`src/rtl/mux2_rr_arbiter.sv`:
```
// ---------------------------------------------------------------------------
// mux2_rr_arbiter
//
// Round-robin arbiter that shares one 2:1 mux datapath between two burst
// requesters and forwards the selected beat to a single valid/ready sink.
// A grant is held for a whole burst. It is released when a beat flagged
// "last" is accepted. When the other requester is waiting, ownership passes
// straight to it with no idle cycle. This block is the only driver of the
// downstream mux select.
//
// Parameters
//   WIDTH      data width of both requesters and of out_data
//   BURST_MAX  maximum accepted beats per grant. It is only used when
//              MUX_ARB_BURST_CAP_EN is defined.
//
// Optional feature
//   MUX_ARB_BURST_CAP_EN  When defined, a grant is also released once
//                         BURST_MAX beats have been accepted, even without
//                         "last". The requester then re-arbitrates for the
//                         remainder of its burst. When undefined, no beat
//                         counter is built.
//
// Ports
//   clk        in   rising-edge clock
//   rst        in   synchronous, active-high reset
//   req0/1     in   requester has a beat presented
//   data0/1    in   requester beat data
//   last0/1    in   beat is the final beat of the requester's burst
//   out_ready  in   downstream accepts a beat this cycle
//   out_valid  out  beat present on out_data (combinational)
//   out_data   out  muxed data: data1 when sel=1, else data0
//   gnt0/1     out  requester owns the mux (registered)
//   sel        out  mux select, equal to gnt1 (registered)
// ---------------------------------------------------------------------------
module mux2_rr_arbiter #(
  parameter int WIDTH     = 8,
  parameter int BURST_MAX = 4
) (
  input  logic             clk,
  input  logic             rst,
  input  logic             req0,
  input  logic [WIDTH-1:0] data0,
  input  logic             last0,
  input  logic             req1,
  input  logic [WIDTH-1:0] data1,
  input  logic             last1,
  input  logic             out_ready,
  output logic             out_valid,
  output logic [WIDTH-1:0] out_data,
  output logic             gnt0,
  output logic             gnt1,
  output logic             sel
);

  typedef enum logic [1:0] {
    IDLE = 2'd0,
    G0   = 2'd1,
    G1   = 2'd2
  } state_t;

  state_t state_q, state_d;
  logic   last_served_q, last_served_d;
  logic   gnt0_q, gnt1_q, sel_q;
  logic   acc0, acc1;
  logic   cap_hit;

  // A beat transfers only while its requester owns the mux and the sink is ready.
  assign acc0 = (state_q == G0) & req0 & out_ready;
  assign acc1 = (state_q == G1) & req1 & out_ready;

  assign out_valid = ((state_q == G0) & req0) | ((state_q == G1) & req1);
  assign out_data  = sel_q ? data1 : data0;

  assign gnt0 = gnt0_q;
  assign gnt1 = gnt1_q;
  assign sel  = sel_q;

`ifdef MUX_ARB_BURST_CAP_EN
  // The counter holds 0..BURST_MAX. It is cleared whenever ownership changes,
  // so it never needs to wrap.
  localparam int CNT_W = (BURST_MAX < 1) ? 1 : $clog2(BURST_MAX + 1);
  localparam logic [CNT_W-1:0] CAP_LAST = CNT_W'(BURST_MAX - 1);

  logic [CNT_W-1:0] cnt_q;

  // True on the beat that would become the BURST_MAX-th accepted beat.
  assign cap_hit = (cnt_q == CAP_LAST);

  always_ff @(posedge clk) begin
    if (rst) begin
      cnt_q <= '0;
    end else if (state_d != state_q) begin
      cnt_q <= '0;
    end else if (acc0 | acc1) begin
      cnt_q <= cnt_q + CNT_W'(1);
    end
  end
`else
  assign cap_hit = 1'b0;

  // BURST_MAX has no function without the burst cap.
  logic unused_burst_max;
  assign unused_burst_max = (BURST_MAX > 0);
`endif

  // Next-state logic. On a tie, the requester that was not served last wins.
  // At the end of a burst, ownership passes directly to the other requester
  // if it is waiting.
  always_comb begin
    state_d       = state_q;
    last_served_d = last_served_q;
    case (state_q)
      IDLE: begin
        if (req0 && (!req1 || last_served_q)) begin
          state_d = G0;
        end else if (req1) begin
          state_d = G1;
        end
      end
      G0: begin
        if (acc0 && (last0 || cap_hit)) begin
          last_served_d = 1'b0;
          state_d       = req1 ? G1 : IDLE;
        end
      end
      G1: begin
        if (acc1 && (last1 || cap_hit)) begin
          last_served_d = 1'b1;
          state_d       = req0 ? G0 : IDLE;
        end
      end
      default: state_d = IDLE;
    endcase
  end

  // FSM state and registered grant/select outputs. Reset aborts any burst
  // in progress.
  always_ff @(posedge clk) begin
    if (rst) begin
      state_q       <= IDLE;
      last_served_q <= 1'b1;
      gnt0_q        <= 1'b0;
      gnt1_q        <= 1'b0;
      sel_q         <= 1'b0;
    end else begin
      state_q       <= state_d;
      last_served_q <= last_served_d;
      gnt0_q        <= (state_d == G0);
      gnt1_q        <= (state_d == G1);
      sel_q         <= (state_d == G1);
    end
  end

endmodule

```
`config.mk`:
```
export PLATFORM = sky130hd
export DESIGN_NAME = mux2_rr_arbiter
export DESIGN_NICKNAME = d
export VERILOG_FILES = /design/src/rtl/mux2_rr_arbiter.sv
export SDC_FILE = /design/constraint.sdc
export NUM_CORES = 1
export LEC_CHECK = 0
export ABC_CLOCK_PERIOD_IN_PS = 1450
export BUFFER_PORTS_ARGS = -buffer_cell sky130_fd_sc_hd__buf_2
export CORE_MARGIN = 2
export CORE_UTILIZATION = 34
export CTS_CLUSTER_SIZE = 8
export DETAILED_ROUTE_END_ITERATION = 12
export PLACE_DENSITY = 0.73
export RECOVER_POWER = 25
export SYNTH_ARGS = -nofsm -noshare
export SYNTH_HDL_FRONTEND = slang
export SYNTH_SLANG_ARGS = --single-unit
```
`constraint.sdc`:
```
create_clock -name clk -period 1.45 [get_ports clk]
set_clock_uncertainty 0.05 [all_clocks]
set_input_delay 0.435 -clock clk [delete_from_list [all_inputs] [get_ports clk]]
set_output_delay 0.435 -clock clk [all_outputs]
set_load 0.1 [all_outputs]
```
==> results of run 1 <==
-- report_power, final --
group,internal (mW),switching (mW),total [mW]
combinational,0.470,0.582,1.05
clock,0.105,0.0750,0.180
sequential,0.172,0.0396,0.212
-- metrics by stage --
stage | setup TNS, ns | util | hold WS, ns
floorplan | -1.82 | - | 0.450
global placement | -1.37 | 0.656 | 0.483
detailed placement | -1.51 | 0.656 | 0.501
CTS | -2.32 | 0.833 | 0.370
global route | -3.25 | 0.859 | 0.375
finish | -2.93 | 0.859 | 0.382
-- routing by layer --
metal | part of all wire | routed length [um]
met1 | 0.33 | 763
met2 | 0.51 | 1180
met3 | 0.11 | 263
met4 | 0.040 | 93
met5 | 0 | 0
-- worst max-delay path by stage --
| stage | endpoint | from | cells past startpoint |
|---|---|---|---|
| after global placement | sel | req1 | 5 |
| after detailed placement | sel | req1 | 5 |
| after floorplan | out_data[0] | sel | 2 |
| after CTS | out_valid | state_q[0] | 4 |
| after global routing | out_valid | state_q[0] | 4 |
| final | out_data[6] | sel | 3 |
-- critical path, cell delays in order (launching register included) --
cell and delay (ns):
dfxtp_4 0.38, buf_6 0.13, mux2_4 0.31, buf_12 0.17
-- registers in the layout, summed over array words and instances, names as in the netlist --
register,flops
last_served_q,1
state_q,2
gnt0,1
sel,1
-- cell families (layout without fill, tap and decap cells) --
kind of cell	count (synthesis)	after routing
compound gates	8	8
fa+ha+maj	4	4
buf+inv	5	58
mux	10	10
flops	5	5
simple gates	13	13
-- cells in the mapped netlist --
cell      count  area [um^2]
mux2i_1       1         10.0
and3b_1       1         8.76
inv_1         3         11.3
nor4b_1       1         8.76
o221a_2       1         11.3
a22o_2        1         10.0
o21bai_1      1         7.51
nor2b_2       1         8.76
mux2_4        1         15.0
ha_1          4         50.1
nand3b_1      1         7.51
nor4b_4       1         23.8
a211oi_4      1         20.0
clkbuf_1      1         3.75
a31oi_1       1         6.26
and3_1        1         6.26
and3_4        1         11.3
dfxtp_1       5          100
buf_4         1         7.51
mux2_2        8         90.1
o21ba_2       1         10.0
nand3_1       1         5.00
nor3_1        2         10.0
o21ai_0       2         10.0
nand2_1       3         11.3
-- placed cells by master, fill, tap and decap left out, drive strengths merged --
| cell type | instances |
|---|---|
| ha | 4 |
| o221a | 1 |
| o21ba | 1 |
| nand2 | 3 |
| o21bai | 1 |
| a211oi | 1 |
| o21ai | 2 |
| a31oi | 1 |
| nand3b | 1 |
| nor4b | 2 |
| nand3 | 1 |
| mux2 | 9 |
| buf | 51 |
| mux2i | 1 |
| nor3 | 2 |
| nor2b | 1 |
| a22o | 1 |
| and3 | 2 |
| clkbuf | 4 |
| inv | 3 |
| dfxtp | 5 |
| and3b | 1 |
-- area by class of cell --
type	instances	area (um^2)
Timing Repair Buffer	51	502
Multi-Input combinational cell	35	432
Fill cell	63	181
Sequential cell	5	111
Clock buffer	4	26.3
Tap cell	15	18.8
Inverter	3	13.8
-- timing repair --
item / in CTS / in global routing
gates resized for setup: 44 / 6
pin swaps: 4 / 2
endpoints found under the setup margin: 13 / 14
setup buffers: 5 / 3
==> qor.csv, run 1 <==
stage;metric;value;unit
outcome;outcome;finished with violations;
outcome;failing checks;setup timing;
critical_path;CP startpoint kind;flop;
yosys;Unique masters post-synth;25;
sta;Period Utilization, post-route;1.20;
cells_and_area;Non-Filler Instances;113;
power_and_ir_drop;P_leak;0.527;nW
critical_path;RR Startpoint;state_q[0];
global_route;global routing met1 resource utilization;0.198;
floorplanning;# IOs;35;
yosys;Post-Synthesis Cells;45;
critical_path;RR Endpoint;sel;
yosys;mux cell area share after synthesis;0.248;
min_path;WHS Endpoint;sel;
floorplanning;chip width;41.0;um
placed_design;Placement Cell Area;843;um^2
yosys;Avg Inst Size Synth;10.3;um^2
routing;routed len/inst;20.4;um
cells_and_area;Ant. Diodes;0;
routing;final wirelength;2.30;mm
floorplanning;core box area;0.00128;mm^2
power_and_ir_drop;overall power;1.44;mW
cells_and_area;final instance area;0.00110;mm^2
job;Max-cap violations;0;
routing;vias per cell;5.36;
min_path;worst hold stages;2;
critical_path;depth of the worst register-to-register path;7;
clocking;number of buffers created by CTS;3;
placed_design;gpl congestion;0.760;
clocking;Post-CTS Hold Buffers;0;
yosys;Syn Std Cell Area;464;um^2
sta;Slew headroom;0.823;
critical_path;R2R Setup Slk;-0.07;ns
floorplanning;Starting Density;0.361;
clocking;H-tree levels;1;
critical_path;Crit. End Element;output port;
power_and_ir_drop;power per cell area;1310;mW/mm^2
sta;fin. max-slew vios;0;
yosys;Synth Area in Compound Gates;0.162;
sta;actual slew at the worst max-slew pin;0.263;ns
global_route;total grt overflow;0;
global_route;Total GRT Usage;0.238;
global_route;first-pass GRT wire length;2.43;mm
yosys;syn_nets;72;
yosys;Adder-Cell Fraction of Synth Area;0.108;
critical_path;worst path required time;0.97;ns
yosys;register area share after synthesis;0.216;
yosys;largest family of logic cells by synthesized area;multiplexers;
routing;vias;606;
cells_and_area;area grow syn2layout;138;%
min_path;Min-Delay Path Class;in2reg;
clocking;clk slew on worst S/H paths;0.06;ns
placed_design;Port-buffer cells;34;
clocking;Clock Tree Buf Depth;2;
yosys;XOR/XNOR Fraction of Synth Area;0;
cells_and_area;Final Net Count;126;
global_route;busiest grt layer;met2;
critical_path;worst-path maximum fanout;4;
sta;Final min period;1.74;ns
min_path;Hold Crit Start;rst;
sta;RSZ-0062 raised after global routing;true;
floorplanning;Die Area;0.00168;mm^2
placed_design;pre-CTS setup slack;-0.213;ns
global_route;initial antenna violation count;0;
clocking;CTS tree;done;
floorplanning;Rows;13;
placed_design;Placed Instances;103;
sta;Final setup viols;13;
critical_path;CP Data Arrival Time;1.26;ns
sta;fmax;574;MHz
clocking;Skew-Pair Late Insertion Delay;0.26;ns
clocking;CTS sink count;5;
sta;setup ws final;-0.293;ns
sta;Final Hold Violating Endpoints;0;
routing;Detail Route Antenna Nets;0;
global_route;met2 Resource Use GR;0.434;
yosys;Seq cells post-synth;5;
yosys;Synth warnings;0;
cells_and_area;layout cells sized above 1;0.827;
global_route;largest net degree at the start of global routing;6;
routing;drc violations;0;
yosys;simple-gate share of the synthesized area;0.218;
placed_design;detailed placer's ending HPWL;1.05;mm
critical_path;Crit Path Class;reg2out;
routing;DRT iter0 DRCs;9;
global_route;vias in the first global route;568;
routing;drt pass-1 iters;4;
global_route;Global Route met3 Usage;0.125;
power_and_ir_drop;worst vdd ir;1.20;mV
floorplanning;die height;41.0;um
clocking;clk root buf;clkbuf_4;
(Power assumes the default switching activity.)
==> inputs of run 2 (changes only) <==
- ABC_AREA: unset -> 1
- CORE_UTILIZATION: 34 -> 33
==> run 2 against run 1 <==
Non-clock buffer count fell by 1. Wire length rose by 8.3%. Clock power fell by 5%. Register-to-register slack got worse by 0.02 ns. Largest power group unchanged. Final area fell by 1.7%. The flow still finishes with violations (setup timing). Critical endpoint is now out_data[7]. Critical path depth did not move.
==> qor.csv, run 2 <==
stage;metric;value;unit;change
power_and_ir_drop;P_leak;0.564;nW;+7.1%
clocking;clk slew on worst S/H paths;0.05;ns;about the same
sta;Final Hold Violating Endpoints;0;;unchanged
critical_path;worst path required time;0.97;ns;about the same
min_path;Min-Delay Path Class;in2reg;;
sta;fin. max-slew vios;0;;unchanged
sta;TNS Setup;-2.69;ns;+0.239 ns
placed_design;Port-buffer cells;34;;unchanged
cells_and_area;# fillers;33;;-48%
yosys;most common cell in the netlist;nand2_1;;
yosys;Synth warnings;0;;unchanged
cells_and_area;final instance area;0.00108;mm^2;-1.7%
yosys;register area share after synthesis;0.233;;+0.0176
yosys;syn_nets;86;;+19%
yosys;Synth Flop Type;dfxtp_1;;
yosys;number of flops mapped to enable cells by yosys;0;;unchanged
floorplanning;die height;40.1;um;-2.2%
routing;routed len/inst;20.0;um;-2.1%
critical_path;worst-path maximum fanout;4;;unchanged
placed_design;detailed placer's ending HPWL;1.10;mm;+4.2%
cells_and_area;Ant. Diodes;0;;unchanged
sta;fmax;584;MHz;+1.8%
yosys;Post-Synthesis Cells;59;;+31%
critical_path;Crit path buffers/inverters;2;;unchanged
cells_and_area;most frequent cells in the layout;buf_2 (22), nand2_1 (13), buf_12 (12), buf_4 (12), mux2_4 (8);;
cells_and_area;area grow syn2layout;153;%;
sta;Period Utilization, post-route;1.18;;-0.0211
placed_design;pre-CTS setup slack;-0.129;ns;+0.0841 ns
critical_path;Setup crit start;sel;;
global_route;total grt overflow;0;;unchanged
sta;Final min period;1.71;ns;-0.0307 ns
global_route;largest net degree at the start of global routing;5;;-1
power_and_ir_drop;power per cell area;1060;mW/mm^2;-19%
power_and_ir_drop;overall power;1.15;mW;-20%
cells_and_area;most common cell after layout, fill and taps aside;buf_2;;
floorplanning;Starting Density;0.371;;+0.00997
clocking;CTS tree;done;;
global_route;vias in the first global route;653;;+15%
cells_and_area;Final Net Count;139;;+10%
yosys;top cells by count, synth;nand2_1 (20), mux2_2 (8), inv_1 (7), dfxtp_1 (5);;
yosys;area leader, netlist;dfxtp_1;;
floorplanning;Die Area;0.00160;mm^2;-4.3%
placed_design;Placement Cell Area;779;um^2;-7.6%
critical_path;sequence of cells on the critical path;buf_6, mux2_4, buf_12;;
critical_path;Crit Path Class;reg2out;;
cells_and_area;Largest register FFs;2;;unchanged
critical_path;slowest CP cell;dfxtp_4;;
critical_path;Top delay family on crit path;flip-flops;;
critical_path;CP max stage delay;0.37;ns;about the same
clocking;Skew-Pair Late Insertion Delay;0.25;ns;about the same
sta;actual slew at the worst max-slew pin;0.300;ns;+0.0372 ns
yosys;Seq cells post-synth;5;;unchanged
clocking;CTS sink count;5;;unchanged
yosys;Yosys top cell area share;0.233;;+0.0176
yosys;Unique masters post-synth;15;;-40%
global_route;first-pass GRT wire length;2.84;mm;+17%
global_route;initial antenna violation count;0;;unchanged
sta;Slew headroom;0.801;;-0.0223
routing;DRT iter0 DRCs;31;;+22
yosys;FFs w/ async S/R, synth;0;;unchanged
floorplanning;chip width;40.1;um;-2.2%
floorplanning;Rows;12;;-1
routing;drt pass-1 iters;4;;unchanged
critical_path;CP startpoint kind;flop;;
yosys;ranking of synthesized cells by area;dfxtp_1 (23%), mux2_2 (21%), nand2_1 (17%), ha_1 (12%), inv_1 (6.1%);;
clocking;Post-CTS Hold Buffers;0;;unchanged
global_route;Total GRT Usage;0.281;;+0.0436
min_path;Hold Crit Start;rst;;
outcome;outcome;finished with violations;;
clocking;H-tree levels;1;;unchanged
floorplanning;core box area;0.00116;mm^2;-10%
outcome;failing checks;setup timing;;
job;Max-cap violations;0;;unchanged
floorplanning;# IOs;35;;unchanged
routing;Detail Route Antenna Nets;0;;unchanged
clocking;clk root buf;clkbuf_4;;
clocking;number of buffers created by CTS;3;;unchanged
clocking;Clock Tree Buf Depth;2;;unchanged
routing;vias;687;;+13%
critical_path;CP Data Arrival Time;1.23;ns;-0.03 ns
routing;vias per cell;5.50;;+2.5%
critical_path;RR Startpoint;state_q[1];;
critical_path;Crit. End Element;output port;;
sta;RSZ-0062 raised after global routing;true;;
sta;setup ws final;-0.262;ns;+0.0307 ns
yosys;Syn Std Cell Area;429;um^2;-7.5%
placed_design;gpl congestion;0.789;;+3.7%
cells_and_area;Biggest register;state_q;;
cells_and_area;layout cells sized above 1;0.748;;-0.0788
routing;drc violations;0;;unchanged
sta;Final setup viols;14;;+1
power_and_ir_drop;worst vdd ir;0.792;mV;-34%
routing;final wirelength;2.50;mm;+8.3%
yosys;Avg Inst Size Synth;7.27;um^2;-29%
==> run 2: timing repair <==
action,in CTS,in global routing
pin swaps,4,8
endpoints found under the setup margin,11,16
gates resized for setup,48,14
cloned,0,0
buffers inserted,5,3
==> run 2: per-stage QoR <==
| step | hold WS [ns] | util | instances |
|---|---|---|---|
| floorplan | 0.376 | - | 59 |
| global placement | 0.387 | 0.674 | 113 |
| detailed placement | 0.399 | 0.674 | 113 |
| CTS | 0.340 | 0.887 | 122 |
| global route | 0.376 | 0.938 | 125 |
| finish | 0.384 | 0.938 | 125 |
==> run 2: area by class of cell <==
type                       instances  area, um^2  area share
clock buffer                       4        26.3      0.0242
timing repair buffer              50         482       0.444
sequential                         5         111       0.103
tap                               14        17.5      0.0161
inverter                           8        35.0      0.0323
multi-input combinational         44         413       0.381
==> run 2: path summary, 6_finish.rpt <==
check                           slack (ns)       endpoint  cells after the start
worst max-delay path                 -0.26    out_data[7]                      3
worst min-delay path                  0.38  last_served_q                      3
worst max register to register       -0.09            sel                     11
worst min register to register        0.47  last_served_q                      2
==> run 2: logic make-up (layout without fill, tap and decap cells) <==
| family | Yosys count | in the layout | share of synthesized area |
|---|---|---|---|
| buffers and inverters | 10 | 62 | 0.0991 |
| AND/OR/NAND/NOR | 28 | 28 | 0.259 |
| AO/OA/AOI/OAI | 4 | 4 | 0.0816 |
| multiplexers | 8 | 8 | 0.210 |
| adder cells (fa/ha/maj) | 4 | 4 | 0.117 |
| flip-flops | 5 | 5 | 0.233 |
==> run 2: routing by layer <==
metal / track usage / vias up / part of all wire
li1: - / 292 / -
met1: 0.264 / 316 / 0.34
met2: 0.544 / 56 / 0.52
met3: 0.0167 / 23 / 0.057
met4: 0.233 / 0 / 0.077
met5: 0 / - / 0
==> run 2: worst min-delay path, cell delays in order <==
cell and delay (ns):
buf_2 0.09, a21oi_1 0.05, nand2_1 0.07
==> run 2: power breakdown <==
group | total [mW] | switching [mW] | internal [mW] | leakage [nW]
combinational | 0.795 | 0.469 | 0.326 | 0.506
clock | 0.171 | 0.0663 | 0.105 | 0.0150
sequential | 0.185 | 0.0244 | 0.161 | 0.0433
